File: src/rtl/mem_access_unit_if.sv
// Data-memory req/ack port between the MEM-stage load/store engine and the data memory.
// The request side holds every field stable from req rise until the one-cycle ack.
interface mem_access_unit_if;
  logic [31:0] addr;
  logic        req;
  logic        we;
  logic [3:0]  be;
  logic [31:0] wdata;
  logic [31:0] rdata;
  logic        ack;

  modport master (output addr, req, we, be, wdata, input rdata, ack);
  modport slave  (input addr, req, we, be, wdata, output rdata, ack);
endinterface

File: src/rtl/mem_access_unit.sv
// MEM-stage load/store engine: big-endian lane steering, load extension, >=2 cycles per access.
// Stalls EX/MEM while a request is outstanding; gives up with bus_err after TIMEOUT cycles.
module mem_access_unit #(
  parameter int TIMEOUT = 16,
  parameter int CNT_W   = 5
) (
  input  logic                   clk,
  input  logic                   rst,
  input  logic                   valid_i,
  input  logic                   memRd_i,
  input  logic                   memWr_i,
  input  logic [1:0]             dSize_i,
  input  logic                   ldSigned_i,
  input  logic [31:0]            addr_i,
  input  logic [31:0]            wrData_i,
  mem_access_unit_if.master      dmem,
  output logic [31:0]            ldData_q,
  output logic                   ldValid_q,
  output logic                   stall,
  output logic                   misalign,
  output logic                   bus_err
);

  typedef enum logic {IDLE, BUSY} state_t;

  state_t            state, state_nxt;
  logic [29:0]       addr_r;
  logic              we_r;
  logic [3:0]        be_r;
  logic [31:0]       wdata_r;
  logic [1:0]        size_r;
  logic [1:0]        off_r;
  logic              signed_r;
  logic [CNT_W-1:0]  cnt;

  logic              access;
  logic              aligned;
  logic              start;
  logic              timeout_hit;
  logic [3:0]        be_nxt;
  logic [31:0]       wdata_nxt;
  logic [7:0]        ld_byte;
  logic [15:0]       ld_half;
  logic [31:0]       ld_ext;

  assign access      = valid_i & (memRd_i | memWr_i);
  assign aligned     = (dSize_i == 2'b00) ? 1'b1 :
                       (dSize_i == 2'b01) ? ~addr_i[0] : (addr_i[1:0] == 2'b00);
  assign start       = (state == IDLE) & access & aligned;
  assign timeout_hit = (state == BUSY) & ~dmem.ack & (cnt == CNT_W'(TIMEOUT - 1));

  assign dmem.addr  = {addr_r, 2'b00};
  assign dmem.req   = (state == BUSY);
  assign dmem.we    = we_r;
  assign dmem.be    = be_r;
  assign dmem.wdata = wdata_r;

  always_ff @(posedge clk) begin
    if (rst) state <= IDLE;
    else     state <= state_nxt;
  end

  always_comb begin
    state_nxt = state;
    stall     = 1'b0;
    case (state)
      IDLE: begin
        if (start) begin
          state_nxt = BUSY;
          stall     = 1'b1;
        end
      end
      BUSY: begin
        if (dmem.ack || timeout_hit) state_nxt = IDLE;
        else                         stall     = 1'b1;
      end
      default: state_nxt = IDLE;
    endcase
  end

  // Big-endian steering: offset 0 lands in bits 31:24.
  always_comb begin
    be_nxt    = 4'b1111;
    wdata_nxt = wrData_i;
    case (dSize_i)
      2'b00: begin
        be_nxt    = 4'b1000 >> addr_i[1:0];
        wdata_nxt = {4{wrData_i[7:0]}};
      end
      2'b01: begin
        be_nxt    = addr_i[1] ? 4'b0011 : 4'b1100;
        wdata_nxt = {2{wrData_i[15:0]}};
      end
      default: ;
    endcase
  end

  always_comb begin
    ld_byte = dmem.rdata[31:24];
    case (off_r)
      2'd1:    ld_byte = dmem.rdata[23:16];
      2'd2:    ld_byte = dmem.rdata[15:8];
      2'd3:    ld_byte = dmem.rdata[7:0];
      default: ;
    endcase
    ld_half = off_r[1] ? dmem.rdata[15:0] : dmem.rdata[31:16];
    case (size_r)
      2'b00:   ld_ext = {{24{signed_r & ld_byte[7]}}, ld_byte};
      2'b01:   ld_ext = {{16{signed_r & ld_half[15]}}, ld_half};
      default: ld_ext = dmem.rdata;
    endcase
  end

  always_ff @(posedge clk) begin
    if (rst) begin
      addr_r    <= '0;
      we_r      <= 1'b0;
      be_r      <= '0;
      wdata_r   <= '0;
      size_r    <= '0;
      off_r     <= '0;
      signed_r  <= 1'b0;
      cnt       <= '0;
      ldData_q  <= '0;
      ldValid_q <= 1'b0;
      misalign  <= 1'b0;
      bus_err   <= 1'b0;
    end else begin
      ldValid_q <= 1'b0;
      misalign  <= (state == IDLE) & access & ~aligned;
      bus_err   <= timeout_hit;
      if (start) begin
        addr_r   <= addr_i[31:2];
        we_r     <= memWr_i;
        be_r     <= be_nxt;
        wdata_r  <= wdata_nxt;
        size_r   <= dSize_i;
        off_r    <= addr_i[1:0];
        signed_r <= ldSigned_i;
        cnt      <= '0;
      end else if (state == BUSY) begin
        cnt <= cnt + CNT_W'(1);
        if (dmem.ack && !we_r) begin
          ldData_q  <= ld_ext;
          ldValid_q <= 1'b1;
        end
      end
    end
  end

endmodule

File: src/flat_wrapper.sv
// flat-port wrapper written by rule: the top's interface ports become plain ports
module mem_access_unit_flat 
#(
  parameter int TIMEOUT = 16,
  parameter int CNT_W   = 5
)
  (clk, rst, valid_i, memRd_i, memWr_i, dSize_i, ldSigned_i, addr_i, wrData_i, ldData_q, ldValid_q, stall, misalign, bus_err, dmem_addr, dmem_req, dmem_we, dmem_be, dmem_wdata, dmem_rdata, dmem_ack);
  mem_access_unit_if dmem_i ();
  input  logic clk;
  input  logic rst;
  input  logic valid_i;
  input  logic memRd_i;
  input  logic memWr_i;
  input  logic [1:0] dSize_i;
  input  logic ldSigned_i;
  input  logic [31:0] addr_i;
  input  logic [31:0] wrData_i;
  output logic [31:0] ldData_q;
  output logic ldValid_q;
  output logic stall;
  output logic misalign;
  output logic bus_err;
  output wire logic [$bits(dmem_i.addr)-1:0] dmem_addr;
  output wire logic [$bits(dmem_i.req)-1:0] dmem_req;
  output wire logic [$bits(dmem_i.we)-1:0] dmem_we;
  output wire logic [$bits(dmem_i.be)-1:0] dmem_be;
  output wire logic [$bits(dmem_i.wdata)-1:0] dmem_wdata;
  input wire logic [$bits(dmem_i.rdata)-1:0] dmem_rdata;
  input wire logic [$bits(dmem_i.ack)-1:0] dmem_ack;
  assign dmem_addr = dmem_i.addr;
  assign dmem_req = dmem_i.req;
  assign dmem_we = dmem_i.we;
  assign dmem_be = dmem_i.be;
  assign dmem_wdata = dmem_i.wdata;
  assign dmem_i.rdata = dmem_rdata;
  assign dmem_i.ack = dmem_ack;
  mem_access_unit #(.TIMEOUT(TIMEOUT), .CNT_W(CNT_W)) u_core (.clk(clk), .rst(rst), .valid_i(valid_i), .memRd_i(memRd_i), .memWr_i(memWr_i), .dSize_i(dSize_i), .ldSigned_i(ldSigned_i), .addr_i(addr_i), .wrData_i(wrData_i), .dmem(dmem_i), .ldData_q(ldData_q), .ldValid_q(ldValid_q), .stall(stall), .misalign(misalign), .bus_err(bus_err));
endmodule
File: config.mk
export PLATFORM = sky130hd
export DESIGN_NAME = mem_access_unit_flat
export DESIGN_NICKNAME = d
export VERILOG_FILES = /design/src/rtl/mem_access_unit_if.sv /design/src/rtl/mem_access_unit.sv /design/src/flat_wrapper.sv
export SDC_FILE = /design/constraint.sdc
export NUM_CORES = 1
export LEC_CHECK = 0
export CORE_UTILIZATION = 34
export CTS_CLUSTER_SIZE = 10
export DETAILED_ROUTE_END_ITERATION = 12
export PLACE_DENSITY = 0.73
export SLEW_MARGIN = 15
export SYNTH_ARGS = -nofsm -noshare
export SYNTH_HDL_FRONTEND = slang
export SYNTH_SLANG_ARGS = --single-unit
export TNS_END_PERCENT = 20
File: constraint.sdc
create_clock -name clk -period 2.2 [get_ports clk]
set_input_delay 0.44 -clock clk [delete_from_list [all_inputs] [get_ports clk]]
set_output_delay 0.44 -clock clk [all_outputs]
set_load 0.01 [all_outputs]
After elaboration in Yosys (flattened, before gate mapping)
Cells that the tools add are included.

Bits in registers: 113. Bits in latches: 0. Bits in writable memories: 0. ROM bits: 0. Input bits: 105. Output and inout port bits: 106. Memories: 0.

$add $sub $neg: 1. Multiply operators: 0. Div/mod/pow operators: 0. $lt $le $gt $ge: 0. Equality and inequality tests: 6. Shift operators: 1. Muxes and demuxes: 12. Bitwise operators: 14. Reduce and logical (&&, ||, !) cells: 9.

Operators with widths (count): one-hot mux 32 bit (2 select lines) (2); one-hot mux 8 bit (3 select lines) (1); two-way mux 16 bit (1); bitwise AND 1 bit (8); one-hot mux 4 bit (2 select lines) (1); == test 2 x 1 -> 1 bit, second input constant (3); logical NOT 2 bit (3); adder 5 x 1 -> 5 bit, second input constant (1); == test 5 x 4 -> 1 bit, second input constant (1); two-way mux 1 bit (5); inverter 1 bit (5); == test 2 bit, second input constant (2); two-way mux 4 bit (1); >> shifter 4 x 2 -> 4 bit, first input constant (1); AND reduction 3 bit (1); OR reduction 3 bit (1); one-hot mux 1 bit (2 select lines) (1); OR reduction 2 bit (1); logical AND 1 bit (1); logical NOT 1 bit (1); logical OR 1 bit (1); bitwise OR 1 bit (1).

Depth between registers and ports, before layout
Depth after elaboration: 6. Mapped depth: 7. Gate-level depth less buffers: 5.

Worst setup path after synthesis
Ideal clock, no wire load.

Path type: register -> register. From: register u_core.off_r[1]. To: register u_core.ldData_q[21]. Library setup time: 0.134 ns. Arrival time: 1.668 ns. Required time: 2.066 ns. Slack: 0.398 ns. Cell stages (with the launch flop): 7. Buffers on the path: 2. Clock period less this slack: 1.802 ns. Cells stage by stage: dfxtp_1 buf_6 mux4_2 mux2_4 a31oi_4 buf_6 a211oi_1.

Longest elaborated chain between the ends: 4. Elaborated cells on any way between the ends: 8.

RTL lines: start, declared (line mem_access_unit.sv:32) `logic [1:0] off_r;`; start signal, assigned (line mem_access_unit.sv:138) `off_r <= addr_i[1:0];`; == test 2 bit / == test 2 x 1 -> 1 bit (equally long branches) (line mem_access_unit.sv:100) `case (off_r)`; one-hot mux 8 bit (3 select lines) (line mem_access_unit.sv:100); bitwise AND 1 bit (line mem_access_unit.sv:108) `2'b00: ld_ext = {{24{signed_r & ld_byte[7]}}, ld_byte};`; one-hot mux 32 bit (2 select lines) (*) (line mem_access_unit.sv:107) `case (size_r)`; end signal, assigned (line mem_access_unit.sv:144) `ldData_q <= ld_ext;`; end, declared (line mem_access_unit.sv:17) `output logic [31:0] ldData_q,`.

Mark *: on every way between the ends. The rest lies on a longest branch, timed or not. A chain may end at the register's enable or synchronous reset.

Worst setup path after layout
From: register u_core.cnt[0]. To: output port stall.

Longest elaborated chain between the ends: 5.

RTL lines: start, declared (line mem_access_unit.sv:34) `logic [CNT_W-1:0] cnt;`; start signal, assigned (line mem_access_unit.sv:142) `cnt <= cnt + CNT_W'(1);`; == test 5 x 4 -> 1 bit (line mem_access_unit.sv:50) `assign timeout_hit = (state == BUSY) & ~dmem.ack & (cnt == CNT_W'(TIMEOUT - 1));`; bitwise AND 1 bit (line mem_access_unit.sv:50); logical OR 1 bit (line mem_access_unit.sv:74) `if (dmem.ack || timeout_hit) state_nxt = IDLE;`; two-way mux 1 bit (line mem_access_unit.sv:74); one-hot mux 1 bit (2 select lines) (line mem_access_unit.sv:66) `case (state)`; end, declared (line flat_wrapper.sv:20) `output logic stall;`.

Every way passes these cells.

==> impl_metrics.toml <==
[die]
start_util = 0.350
die_h_um = 119
fp-row-count = 42
die_area_sq_mm = 0.0142
ioPinCount = 211
die_x_um = 119
core_area_sq_mm = 0.0133

[sta]
skew_ns = 0.0110
slew_viol_final = 0
setup_slack_ns = 0.0911
slew_headroom = 0.612
setup_viol = 0
rsz0062_at_grt = "no"
hold_viol_final = 0
tns_ns = 0
min_period_ns = 2.11
worstMarginPinSlew_ns = 0.581
post-route-period-util = 0.959
holdWs_ns = 0.271
max_freq_mhz = 474

[power_and_ir_drop]
internal-power_mw = 4.69
ir_drop_v = 0.000601
p_clk_frac = 0.486
p_per_area_mw_per_mm2 = 782
leakage_nw = 2.87
pwr-share-seq = 0.366
p_sw_mw = 1.37
combPwrFrac = 0.149
fin_total_pwr_mw = 6.05
swShare = 0.226

[logic_synthesis]
synth_enable_flop_cells = 0
synth_seq_cells = 113
synth_ff_type = "dfxtp_1"
ys_types = 49
avgSynthCellArea_sq_um = 9.22
synthArstFlopShare = 0
synthCells = 507
ys_warn_count = 0
synth_area_sq_mm = 0.00468
seq_area_frac_synth = 0.484

[critical_path]
crit_chain = "ha_1 > and3_1 > ha_1 > o21ai_1 > buf_2"
rrSetupSlack_ns = 0.33
path_buf_inv = 1
r2r_cells = 4
cp_max_fo = 3
startpoint_type = "flip-flop"
cp_common_cell = "ha_1"
path_delay_family = "adder cells"
cp.depth = 5
crit_type = "reg -> out"
cpMaxStageDelayCell = "dfxtp_1"
r2r_end = "u_core.ldData_q[3]$_SDFFE_PP0P_"
reg2reg_from = "u_core.off_r[0]$_SDFFE_PP0P_"
max_stage_delay_ns = 0.34
cp.arrival_ns = 1.67
end_kind = "output pin"
crit_path_end = "stall"
crit_start = "u_core.cnt[0]$_SDFFE_PP0P_"
critPathRequiredTime_ns = 1.76

[global_route]
antenna_found_initial = 0
grt_pass1_vias = 4668
gr-usage-met2 = 0.359
grt_usage = 0.214
grt_use_met3 = 0.0790
gr-total-overflow = 0
grt_pass1_wl_mm = 23.8
top_usage_layer = "met2"
use_met1 = 0.249
grt_max_degree = 36

[placed_design]
place_area_sq_mm = 0.00711
portBuffers = 208
dp_hpwl_mm = 11.1
dp_cells = 882
gp_congestion = 0.889
pre_cts_ws_ns = -0.295

[route]
drt_iter0_markers = 395
routed_wl_mm = 15.1
post-route-drc-count = 0
ant_nets = 0
first_pass_iters = 4
vias = 4684
wire_per_inst_um = 16.5
vias_per_cell = 5.12

[min_path]
hp-class = "in -> reg"

[cells_and_area]
n_antenna_cell = 0
instances_no_fill = 914
postLayoutCoreUtil = 0.580
drive_gt1_frac = 0.106
final_nets = 832
syn_to_final_growth_pct = 65.6
final_area_sq_mm = 0.00774

[run]
maxCapViolations = 0

[cts]
clockBufferDepth = 2
htree_levels = 4
cts_sinks = 113
clk_latency_ns = 0.41
root_buffer = "clkbuf_16"
cts_tree = "built"
path_clk_slew_ns = 0.05
cts_buffers = 17

[status]
status = "completed"
## kinds of logic after synthesis
kind of cell / after synthesis / synth area share
flops: 113 / 0.484
xor+xnor: 3 / 0.00562
mux: 29 / 0.0672
compound gates: 162 / 0.259
simple gates: 144 / 0.129
fa+ha+maj: 2 / 0.00535
other cells: 1 / 0.000802
buf+inv: 53 / 0.0490
## placed cells by master (no fill, tap or decap), types with 17 or more instances in the layout
cell	synthesis	layout
a22o_1	48	48
dfxtp_1	113	113
nor2_1	49	49
nand2_1	70	70
mux2i_1	22	22
o21ai_0	32	31
a211oi_1	23	23
clkbuf_16	0	17
clkdlybuf4s50_1	0	206
buf_4	2	32
## worst min path at each step
stage / from / end / slack, ns / cells after the start
final: rst / u_core.bus_err$_SDFF_PP0_ / 0.27 / 2
after global routing: rst / u_core.bus_err$_SDFF_PP0_ / 0.26 / 2
after CTS: rst / u_core.bus_err$_SDFF_PP0_ / 0.25 / 2
after detailed placement: u_core.dmem.wdata[31]$_SDFFE_PP0P_ / u_core.dmem.wdata[31]$_SDFFE_PP0P_ / 0.45 / 2
after global placement: u_core.dmem.wdata[31]$_SDFFE_PP0P_ / u_core.dmem.wdata[31]$_SDFFE_PP0P_ / 0.44 / 2
after floorplan: u_core.cnt[4]$_SDFFE_PP0P_ / u_core.cnt[4]$_SDFFE_PP0P_ / 0.47 / 2
## metal layers
| layer | part of all wire | vias to the layer above | routed length, um |
|---|---|---|---|
| met5 | 0 | - | 0 |
| met4 | 0.012 | 0 | 178 |
| met3 | 0.089 | 10 | 1340 |
| met2 | 0.50 | 184 | 7460 |
| met1 | 0.40 | 2200 | 6080 |
| li1 | - | 2290 | - |
## worst reg2reg max path, cell delays in order (launching register included)
cell and delay, ns:
dfxtp_1 0.40, nor2_1 0.49, o21ai_0 0.34, a221oi_1 0.41
nor2_1 0.10
## final cells by class
type,count,area [sq um]
clock buffer,21,450
clock inverter,11,185
fill,1192,5600
inverter,7,26.3
multi-input combinational,342,2210
sequential,113,2260
tap,176,220
timing repair buffer,244,2390
## cell usage after synthesis, types with 7 or more instances
| cell | number | area (sq um) |
|---|---|---|
| a211oi_1 | 23 | 173 |
| a21oi_1 | 16 | 80.1 |
| a221oi_1 | 8 | 70.1 |
| a22o_1 | 48 | 420 |
| a311oi_1 | 13 | 114 |
| clkbuf_1 | 33 | 124 |
| dfxtp_1 | 113 | 2260 |
| inv_1 | 7 | 26.3 |
| mux2i_1 | 22 | 220 |
| nand2_1 | 70 | 263 |
| nor2_1 | 49 | 184 |
| o21ai_0 | 32 | 160 |
## registers in the layout (all words and copies together), names as in the netlist
signal             flops
u_core.size_r          2
u_core.cnt             5
u_core.addr_r         30
u_core.signed_r        1
u_core.dmem.wdata     32
u_core.dmem.we         1
u_core.bus_err         1
u_core.ldValid_q       1
u_core.ldData_q       32
u_core.off_r           2
u_core.dmem.be         4
u_core.misalign        1
u_core.dmem.req        1
## power groups by stage
stage	clock network [mW]	logic, mW	registers, mW
3_3_place_gp	0	0.885	2.25
6_report	2.94	0.900	2.21
5_1_grt	3.10	0.965	2.22
3_5_place_dp	0	0.899	2.25
4_1_cts	2.99	0.904	2.21
2_1_floorplan	0	0.325	2.29
## timing repair
item | in CTS | in global routing
hold buffers | 0 | 0
resized for setup | 6 | 0
endpoints found under the setup margin | 1 | 0
setup buffers | 0 | 0
(Power assumes the default switching activity.)
